### src/rtl/permutation_job_controller.sv
// permutation_job_controller
// Sequences one job on fullPermutationPipeline30: pulse the top transmitter,
// wait for it to finish plus a settle time, stream N bots under almostFull and
// credit back-pressure, then wait for all N results before pulsing job_done.
// Optional build macro: PERM_JOB_ACCUM_EN adds per-job coefficient sum/count
// accumulators (pcoeff_sum/pcoeff_count in, job_sum/job_count out).
module permutation_job_controller #(
    parameter int unsigned COUNT_W         = 16,
    parameter int unsigned MAX_OUTSTANDING = 512,
    parameter int unsigned TOP_SETTLE      = 8
) (
    input  logic               clock,
    input  logic               rst,
    input  logic               job_start,
    input  logic [COUNT_W-1:0] job_bots,
    output logic               job_ready,
    output logic               top_transmit,
    input  logic               top_done,
    input  logic               bot_valid,
    output logic               bot_ready,
    output logic               pipe_write,
    input  logic               pipe_almost_full,
    input  logic               pipe_result,
    input  logic               sink_ready,
    output logic               pipe_slow_down,
    output logic [COUNT_W-1:0] outstanding,
    output logic               job_done,
    output logic               error
`ifdef PERM_JOB_ACCUM_EN
    ,
    input  logic [47:0]        pcoeff_sum,
    input  logic [12:0]        pcoeff_count,
    output logic [63:0]        job_sum,
    output logic [31:0]        job_count
`endif
);

    typedef enum logic [2:0] {
        S_IDLE,
        S_SEND_TOP,
        S_WAIT_TOP,
        S_STREAM,
        S_DRAIN,
        S_DONE
    } state_t;

    localparam int unsigned SETTLE_W = $clog2(TOP_SETTLE + 1) + 1;
    localparam logic [SETTLE_W-1:0] SETTLE_LAST =
        SETTLE_W'((TOP_SETTLE == 0) ? 0 : TOP_SETTLE - 1);
    localparam logic [31:0] MAX_OUT_L = 32'(MAX_OUTSTANDING);

    state_t               r_state;
    state_t               w_next_state;
    logic [COUNT_W-1:0]   r_job_bots;
    logic [COUNT_W-1:0]   r_remaining;
    logic [COUNT_W-1:0]   r_outstanding;
    logic [COUNT_W-1:0]   r_results_seen;
    logic [SETTLE_W-1:0]  r_settle;
    logic                 r_top_seen;
    logic                 r_error;

    logic                 w_credit;
    logic                 w_write;
    logic                 w_result_ok;
    logic                 w_result_err;
    logic                 w_settle_done;
    logic                 w_start;

    // Datapath qualifiers: write enable, result legality and settle completion
    always_comb begin
        w_credit      = (32'(r_outstanding) < MAX_OUT_L);
        w_write       = (r_state == S_STREAM) && bot_valid && !pipe_almost_full &&
                        w_credit && (r_remaining != '0);
        w_result_ok   = pipe_result && ((r_state == S_STREAM) || (r_state == S_DRAIN)) &&
                        (r_outstanding != '0);
        w_result_err  = pipe_result && !w_result_ok;
        w_start       = (r_state == S_IDLE) && job_start;
        // A zero settle time hands over to STREAM on the same cycle top_done is seen
        if (TOP_SETTLE == 0) begin
            w_settle_done = top_done;
        end else begin
            w_settle_done = r_top_seen && (r_settle == SETTLE_LAST);
        end
    end

    // State register
    always_ff @(posedge clock) begin
        if (!rst) begin
            r_state <= S_IDLE;
        end else begin
            r_state <= w_next_state;
        end
    end

    // Next-state logic and state-decoded outputs
    always_comb begin
        w_next_state = r_state;
        job_ready    = 1'b0;
        top_transmit = 1'b0;
        job_done     = 1'b0;
        case (r_state)
            S_IDLE: begin
                job_ready = 1'b1;
                if (job_start) begin
                    w_next_state = (job_bots == '0) ? S_DONE : S_SEND_TOP;
                end
            end
            S_SEND_TOP: begin
                top_transmit = 1'b1;
                w_next_state = S_WAIT_TOP;
            end
            S_WAIT_TOP: begin
                if (w_settle_done) begin
                    w_next_state = S_STREAM;
                end
            end
            S_STREAM: begin
                if (w_write && (r_remaining == COUNT_W'(1))) begin
                    w_next_state = S_DRAIN;
                end
            end
            S_DRAIN: begin
                if (r_results_seen == r_job_bots) begin
                    w_next_state = S_DONE;
                end
            end
            S_DONE: begin
                job_done     = 1'b1;
                w_next_state = S_IDLE;
            end
            default: begin
                w_next_state = S_IDLE;
            end
        endcase
    end

    // Job counters, settle timer and sticky error flag
    always_ff @(posedge clock) begin
        if (!rst) begin
            r_job_bots     <= '0;
            r_remaining    <= '0;
            r_outstanding  <= '0;
            r_results_seen <= '0;
            r_settle       <= '0;
            r_top_seen     <= 1'b0;
            r_error        <= 1'b0;
        end else begin
            if (w_start) begin
                r_job_bots     <= job_bots;
                r_remaining    <= job_bots;
                r_results_seen <= '0;
            end
            if (r_state == S_SEND_TOP) begin
                r_top_seen <= 1'b0;
                r_settle   <= '0;
            end
            if (r_state == S_WAIT_TOP) begin
                if (!r_top_seen) begin
                    r_top_seen <= top_done;
                end else begin
                    r_settle <= r_settle + SETTLE_W'(1);
                end
            end
            if (w_write) begin
                r_remaining <= r_remaining - COUNT_W'(1);
            end
            case ({w_write, w_result_ok})
                2'b10:   r_outstanding <= r_outstanding + COUNT_W'(1);
                2'b01:   r_outstanding <= r_outstanding - COUNT_W'(1);
                default: r_outstanding <= r_outstanding;
            endcase
            if (w_result_ok) begin
                r_results_seen <= r_results_seen + COUNT_W'(1);
            end
            if (w_result_err) begin
                r_error <= 1'b1;
            end
        end
    end

`ifdef PERM_JOB_ACCUM_EN
    logic [63:0] r_job_sum;
    logic [31:0] r_job_count;

    // Per-job accumulation of accepted results; cleared when a top is about to be sent
    always_ff @(posedge clock) begin
        if (!rst) begin
            r_job_sum   <= '0;
            r_job_count <= '0;
        end else if (w_start && (job_bots != '0)) begin
            r_job_sum   <= '0;
            r_job_count <= '0;
        end else if (w_result_ok) begin
            r_job_sum   <= r_job_sum + {16'd0, pcoeff_sum};
            r_job_count <= r_job_count + {19'd0, pcoeff_count};
        end
    end

    assign job_sum   = r_job_sum;
    assign job_count = r_job_count;
`endif

    assign bot_ready      = w_write;
    assign pipe_write     = w_write;
    assign pipe_slow_down = !sink_ready;
    assign outstanding    = r_outstanding;
    assign error          = r_error;

endmodule

### config.mk
export PLATFORM = sky130hd
export DESIGN_NAME = permutation_job_controller
export DESIGN_NICKNAME = d
export VERILOG_FILES = /design/src/rtl/permutation_job_controller.sv
export SDC_FILE = /design/constraint.sdc
export NUM_CORES = 1
export LEC_CHECK = 0
export ABC_AREA = 1
export CAP_MARGIN = 20
export CORE_MARGIN = 4
export CORE_UTILIZATION = 40
export CTS_BUF_LIST = sky130_fd_sc_hd__clkbuf_8
export CTS_CLUSTER_DIAMETER = 60
export DETAILED_ROUTE_END_ITERATION = 8
export PLACE_DENSITY = 0.61
export SLEW_MARGIN = 30
export SYNTH_ARGS = -nofsm -noshare
export SYNTH_HDL_FRONTEND = slang
export SYNTH_SLANG_ARGS = --single-unit
### constraint.sdc
create_clock -name clock -period 3.33 [get_ports clock]
set_input_delay 0.666 -clock clock [delete_from_list [all_inputs] [get_ports clock]]
set_output_delay 0.666 -clock clock [all_outputs]
set_load 0.01 [all_outputs]
After elaboration in Yosys (flattened, before gate mapping)

Index checks and enable logic that the tools add are counted.
Widths: inputs -> output; s select.

$add $sub $neg: 5
Reduce and logical (&&, ||, !) cells: 22
Bitwise gates (word level): 0
Multipliers: 0
Magnitude comparators: 1
Multiplexer cells: 20
Shift-type cells: 0
Divide/modulo/power cells: 0
Equal/unequal tests: 14

Operator list:

| kind                  | number |
|---|---|
| $mux 16               | 4 |
| $add 16x1->16 const B | 2 |
| $pmux 16 s2           | 1 |
| $reduce_bool 16->1    | 2 |
| $sub 16x1->16 const B | 2 |
| $eq 16x1->1 const B   | 1 |
| $eq 16x16->1          | 1 |
| $logic_not 16->1      | 1 |
| $lt 16x10->1 const B  | 1 |
| $mux 3                | 5 |
| $mux 5                | 3 |
| $pmux 3 s5            | 1 |
| $logic_and 1x1->1     | 10 |
| $eq 3x2->1 const B    | 2 |
| $eq 3x3->1 const B    | 2 |
| $mux 1                | 6 |
| $reduce_bool 2->1     | 3 |
| $add 5x1->5 const B   | 1 |
| $eq 5x3->1 const B    | 1 |
| $ne 2x1->1 const B    | 2 |
| $ne 2x2->1 const B    | 2 |
| $reduce_and 4->1      | 1 |
| $eq 3x1->1 const B    | 1 |
| $logic_not 1->1       | 3 |
| other kinds (4)       | 4 |

Memories kept: 0
Register bits after elaboration: 74
Input port bits: 24
Latch bits: 0
ROM bits: 0
Memory bits (writable): 0

Longest topological paths before layout

Depth in word-level cells: 8
Depth in mapped cells: 22

Worst setup path after synthesis

OpenSTA, ideal clock, no wires.

Path kind: input port to flip-flop
Start: input pipe_almost_full
End: register r_outstanding[8], in the netlist outstanding[8]
Library setup time: 0.129 ns
Path buffers: 1
Data arrival time: 2.577 ns
Cell stages on the path: 17
Setup slack: 0.625 ns
Required time: 3.201 ns
Cell sequence: inv_1 nand4_1 nor2_4 nand2_4 ha_1 inv_2 buf_6 nand2_1 nand2_1 inv_1 ha_1 o21bai_1 nand2_1 nand2_1 a21oi_1 xor2_1 a21oi_1

Word-level cells in the longest chain between the ends: 6
Elaborated cells between the ends (all ways): 8
Classes of those cells: 2 x eq/ne; 1 x mux; 5 x reduce/logical

RTL lines:

| element                                                 | line | source |
|---|---|---|
| from (decl)                                             | 22   | `input logic pipe_almost_full,` |
| $logic_not 1->1 *                                       | 72   | `w_write = (r_state == S_STREAM) && bot_valid && !pipe_almost_full &&` |
| $logic_and 1x1->1 * (2 in a row)                        | 72   |  |
| $logic_and 1x1->1 *                                     | 73   | `w_credit && (r_remaining != '0);` |
| $eq 2x1->1 / $eq 2x2->1 (equally long branches)         | 167  | `case ({w_write, w_result_ok})` |
| $pmux 16 s2 / $reduce_bool 2->1 (equally long branches) | n/a  |  |
| to (signal assigned)                                    | 168  | `2'b10: r_outstanding <= r_outstanding + COUNT_W'(1);` |
| to (signal assigned)                                    | 169  | `2'b01: r_outstanding <= r_outstanding - COUNT_W'(1);` |
| to (signal assigned)                                    | 170  | `default: r_outstanding <= r_outstanding;` |
| to (decl)                                               | 56   | `logic [COUNT_W-1:0] r_outstanding;` |

Mark *: on every way between the ends. The rest lies on a longest branch, timed or not.
A chain may end at the register's enable or synchronous reset.

Worst setup path in the final report

Start: input bot_valid
End: output pipe_write

Word-level cells in the longest chain between the ends: 4

RTL lines:

| element                        | line | source |
|---|---|---|
| from (decl)                    | 19   | `input logic bot_valid,` |
| $logic_and 1x1->1 (3 in a row) | 72   |  |
| $logic_and 1x1->1              | 73   |  |
| to (decl)                      | 21   | `output logic pipe_write,` |

No other way between the ends.

==> reports/qor.txt <==
Slew HR: 54.4%
synth unique cells: 46
vias per inst: 5.08
global-route wire length before repair: 23.2 mm
height of the die: 120 um
final design utilization: 48.4%
total grt overflow: 0
Core Box Area: 0.0122 mm2
top cells by area, synth: dfxtp_1 30%, nand2_1 18%, inv_1 8.2%
routability cong.: 0.905
Final Max Tran Viols: 0
Total GRT Usage: 19.9%
worst hold stages: 2
CP Max Fanout: 9
clock-pin slew on the worst setup and hold paths: 0.08 ns
htree depth: 3
full die area: 0.0144 mm2
Min-Delay Path Class: reg2reg
Setup TNS Final: 0 ns
crit start category: input port
MaxCap Viol Count: 0
Max Clock Freq: 328 MHz
vias in the first global route: 4977
crit path cell chain: clkdlybuf4s50_1 > nand4_1 > nor2_4 > nand2_4 > buf_4 > inv_6 > clkdlybuf4s50_1
Critical Path Start: bot_valid
Comb pwr share: 39.6%
Initial Util: 41.2%
syn nets: 854
Crit-path slowest cell: clkdlybuf4s50_1
CP endpoint kind: output pin
ranking of synthesized cells by instance count: 240 x nand2_1, 110 x inv_1, 85 x nor2_1
hold path startpoint: r_job_bots[9]
Syn Area/Cell: 6.09 um2
Tcrit/Tclk final: 91.7%
Antenna diodes: 0
Final Hold Fails: 0
WS Path Type: in2out
nets@finish: 900
CTS Buf Count: 9
clock tree buffer depth: 2
I/O pin count: 47
net switching fraction of the power: 39.7%
clk_lat worst skew: 0.37 ns
max incr delay on CP: 0.53 ns
CP dominant cell by count: clkdlybuf4s50_1
Pre-Repair DR Iteration Count: 5
PwrDens: 556 mW/mm2
share of cells above drive strength 1: 7.67%
CTS sink cnt: 74
Synth Cell Area: 0.00501 mm2
worst reg2reg startpoint: r_remaining[0]
Hold EP: r_job_bots[9]
Clock Skew: 0.00699 ns
largest area contributor in the netlist: dfxtp_1
quantity of gates resized following cts: 0
clock period minus worst slack: 3.05 ns
Main synth FF type: dfxtp_1
Area growth, synth to finish: 17.4%
post-synth top area share: 29.6%
share of the yosys chip area belonging to registers: 29.6%
antenna violations before repair: 0
Antenna Nets Post-Route: 0
die width: 120 um
crit path DAT: 2.39 ns
register share of total power: 34.3%
Max IR drop VDD: 0.309 mV
Reg-to-Reg End: outstanding[14]
clock root cell: clkbuf_8
post-detail-place hpwl: 10.6 mm
DR iter-0 viols: 437
synthesized instance count: 823
count of final setup violators: 0
CTS Hold Buffers Added: 0
LEAKAGE: 2.61 nW
Remaining DRCs: 0
Post-CTS Setup Repair Bufs: 0
RSZ-0062 raised after global routing: no
WP data required: 2.66 ns
R2R setup slack: 0.51 ns
row count: 40
Least-Margin Pin Slew: 0.683 ns
TritonCTS clock tree: done
P_sw: 1.30 mW
yosys warns: 0
clock power share: 26.1%
EDFF count, synth: 0
Tot Pwr: 3.27 mW
most frequent cell after synthesis: nand2_1
status: finished, final reports clean
number of port buffers: 46
largest net degree at the start of global routing: 35
Async S/R FF share, synth: 0%
Worst Reg2Reg Path Length in Cells: 17
#FFs+latches synth: 74
Wirelength per Cell: 13.4 um
total wire length: 13.9 mm
vias: 5293
Internal: 1.97 mW
-- metal layers --
metal  global-route usage, %  routed length (um)
met5                       0                   0
met4                    7.52                 290
met3                    5.00                 762
met2                    33.5                6720
met1                    24.2                6170
-- power groups by stage --
| stage | clock (mW) | sequential, mW | combinational [mW] |
|---|---|---|---|
| 6_report | 0.854 | 1.12 | 1.30 |
| 5_1_grt | 0.915 | 1.14 | 1.46 |
| 4_1_cts | 0.883 | 1.12 | 1.30 |
| 3_5_place_dp | 0 | 1.14 | 1.29 |
| 3_3_place_gp | 0 | 1.14 | 1.27 |
| 2_1_floorplan | 0 | 1.12 | 0.926 |
-- critical path: cells and delay by family --
| kind | cells | cell delay (ns) |
|---|---|---|
| and+or+nand+nor | 3 | 0.46 |
| buffers and inverters | 4 | 1.26 |
-- cell type report --
| class | instances | area [um2] |
|---|---|---|
| inverter | 118 | 448 |
| sequential | 74 | 1480 |
| clock inverter | 6 | 108 |
| clock buffer | 9 | 124 |
| tap | 168 | 210 |
| multi-input combinational | 607 | 2940 |
| timing repair buffer | 59 | 571 |
| fill | 1251 | 6280 |
-- stage by stage --
step / instance area (um2) / hold slack [ns] / worst slack [ns] / cells
after floorplan: 5010 / 0.438 / 0.625 / 823
after global placement: 5650 / 0.461 / 0.189 / 1026
after detailed placement: 5650 / 0.459 / 0.107 / 1026
after CTS: 5880 / 0.475 / 0.285 / 1041
after global routing: 5880 / 0.497 / 0.227 / 1041
final: 5880 / 0.478 / 0.277 / 1041
-- how the worst max path moves through the flow --
stage	endpoint	slack, ns	cells after the start
3_5_place_dp	outstanding[8]	0.11	16
5_1_grt	pipe_write	0.23	7
6_report	pipe_write	0.28	7
4_1_cts	pipe_write	0.28	7
3_3_place_gp	outstanding[8]	0.19	16
2_1_floorplan	outstanding[8]	0.62	17
-- layout by cell type (no fill, tap or decap), types with 4 or more instances in the layout --
cell type        count
nor2_4               8
nand3_1             69
nand2_2              9
inv_2                6
a31oi_1              4
buf_4               12
clkdlybuf4s50_1     46
dfxtp_1             74
o211ai_1             5
ha_1                 7
and2_1               5
nor2_1              85
nor2_2               7
o21ai_0             28
inv_1              111
xor2_1              14
nand2_1            240
a21oi_1             71
o22ai_1              4
nor3_1              11
clkbuf_8             9
xnor2_1              4
nand4_1             10
-- registers in the layout, indices dropped and copies added (netlist names) --
register,count
outstanding,16
r_results_seen,16
r_remaining,16
r_state,3
r_top_seen,1
r_settle,5
r_job_bots,16
error,1
-- kinds of logic after synthesis --
logic type                 share of synthesized area [%]
DFF                                                 29.6
and+or+nand+nor                                     40.1
xor gates and xnor gates                            3.15
adders and majority gates                           1.75
AOI/OAI and AO/OA                                   13.7
buffers and inverters                               11.7
No activity file was read; power rests on OpenSTA's default activity.
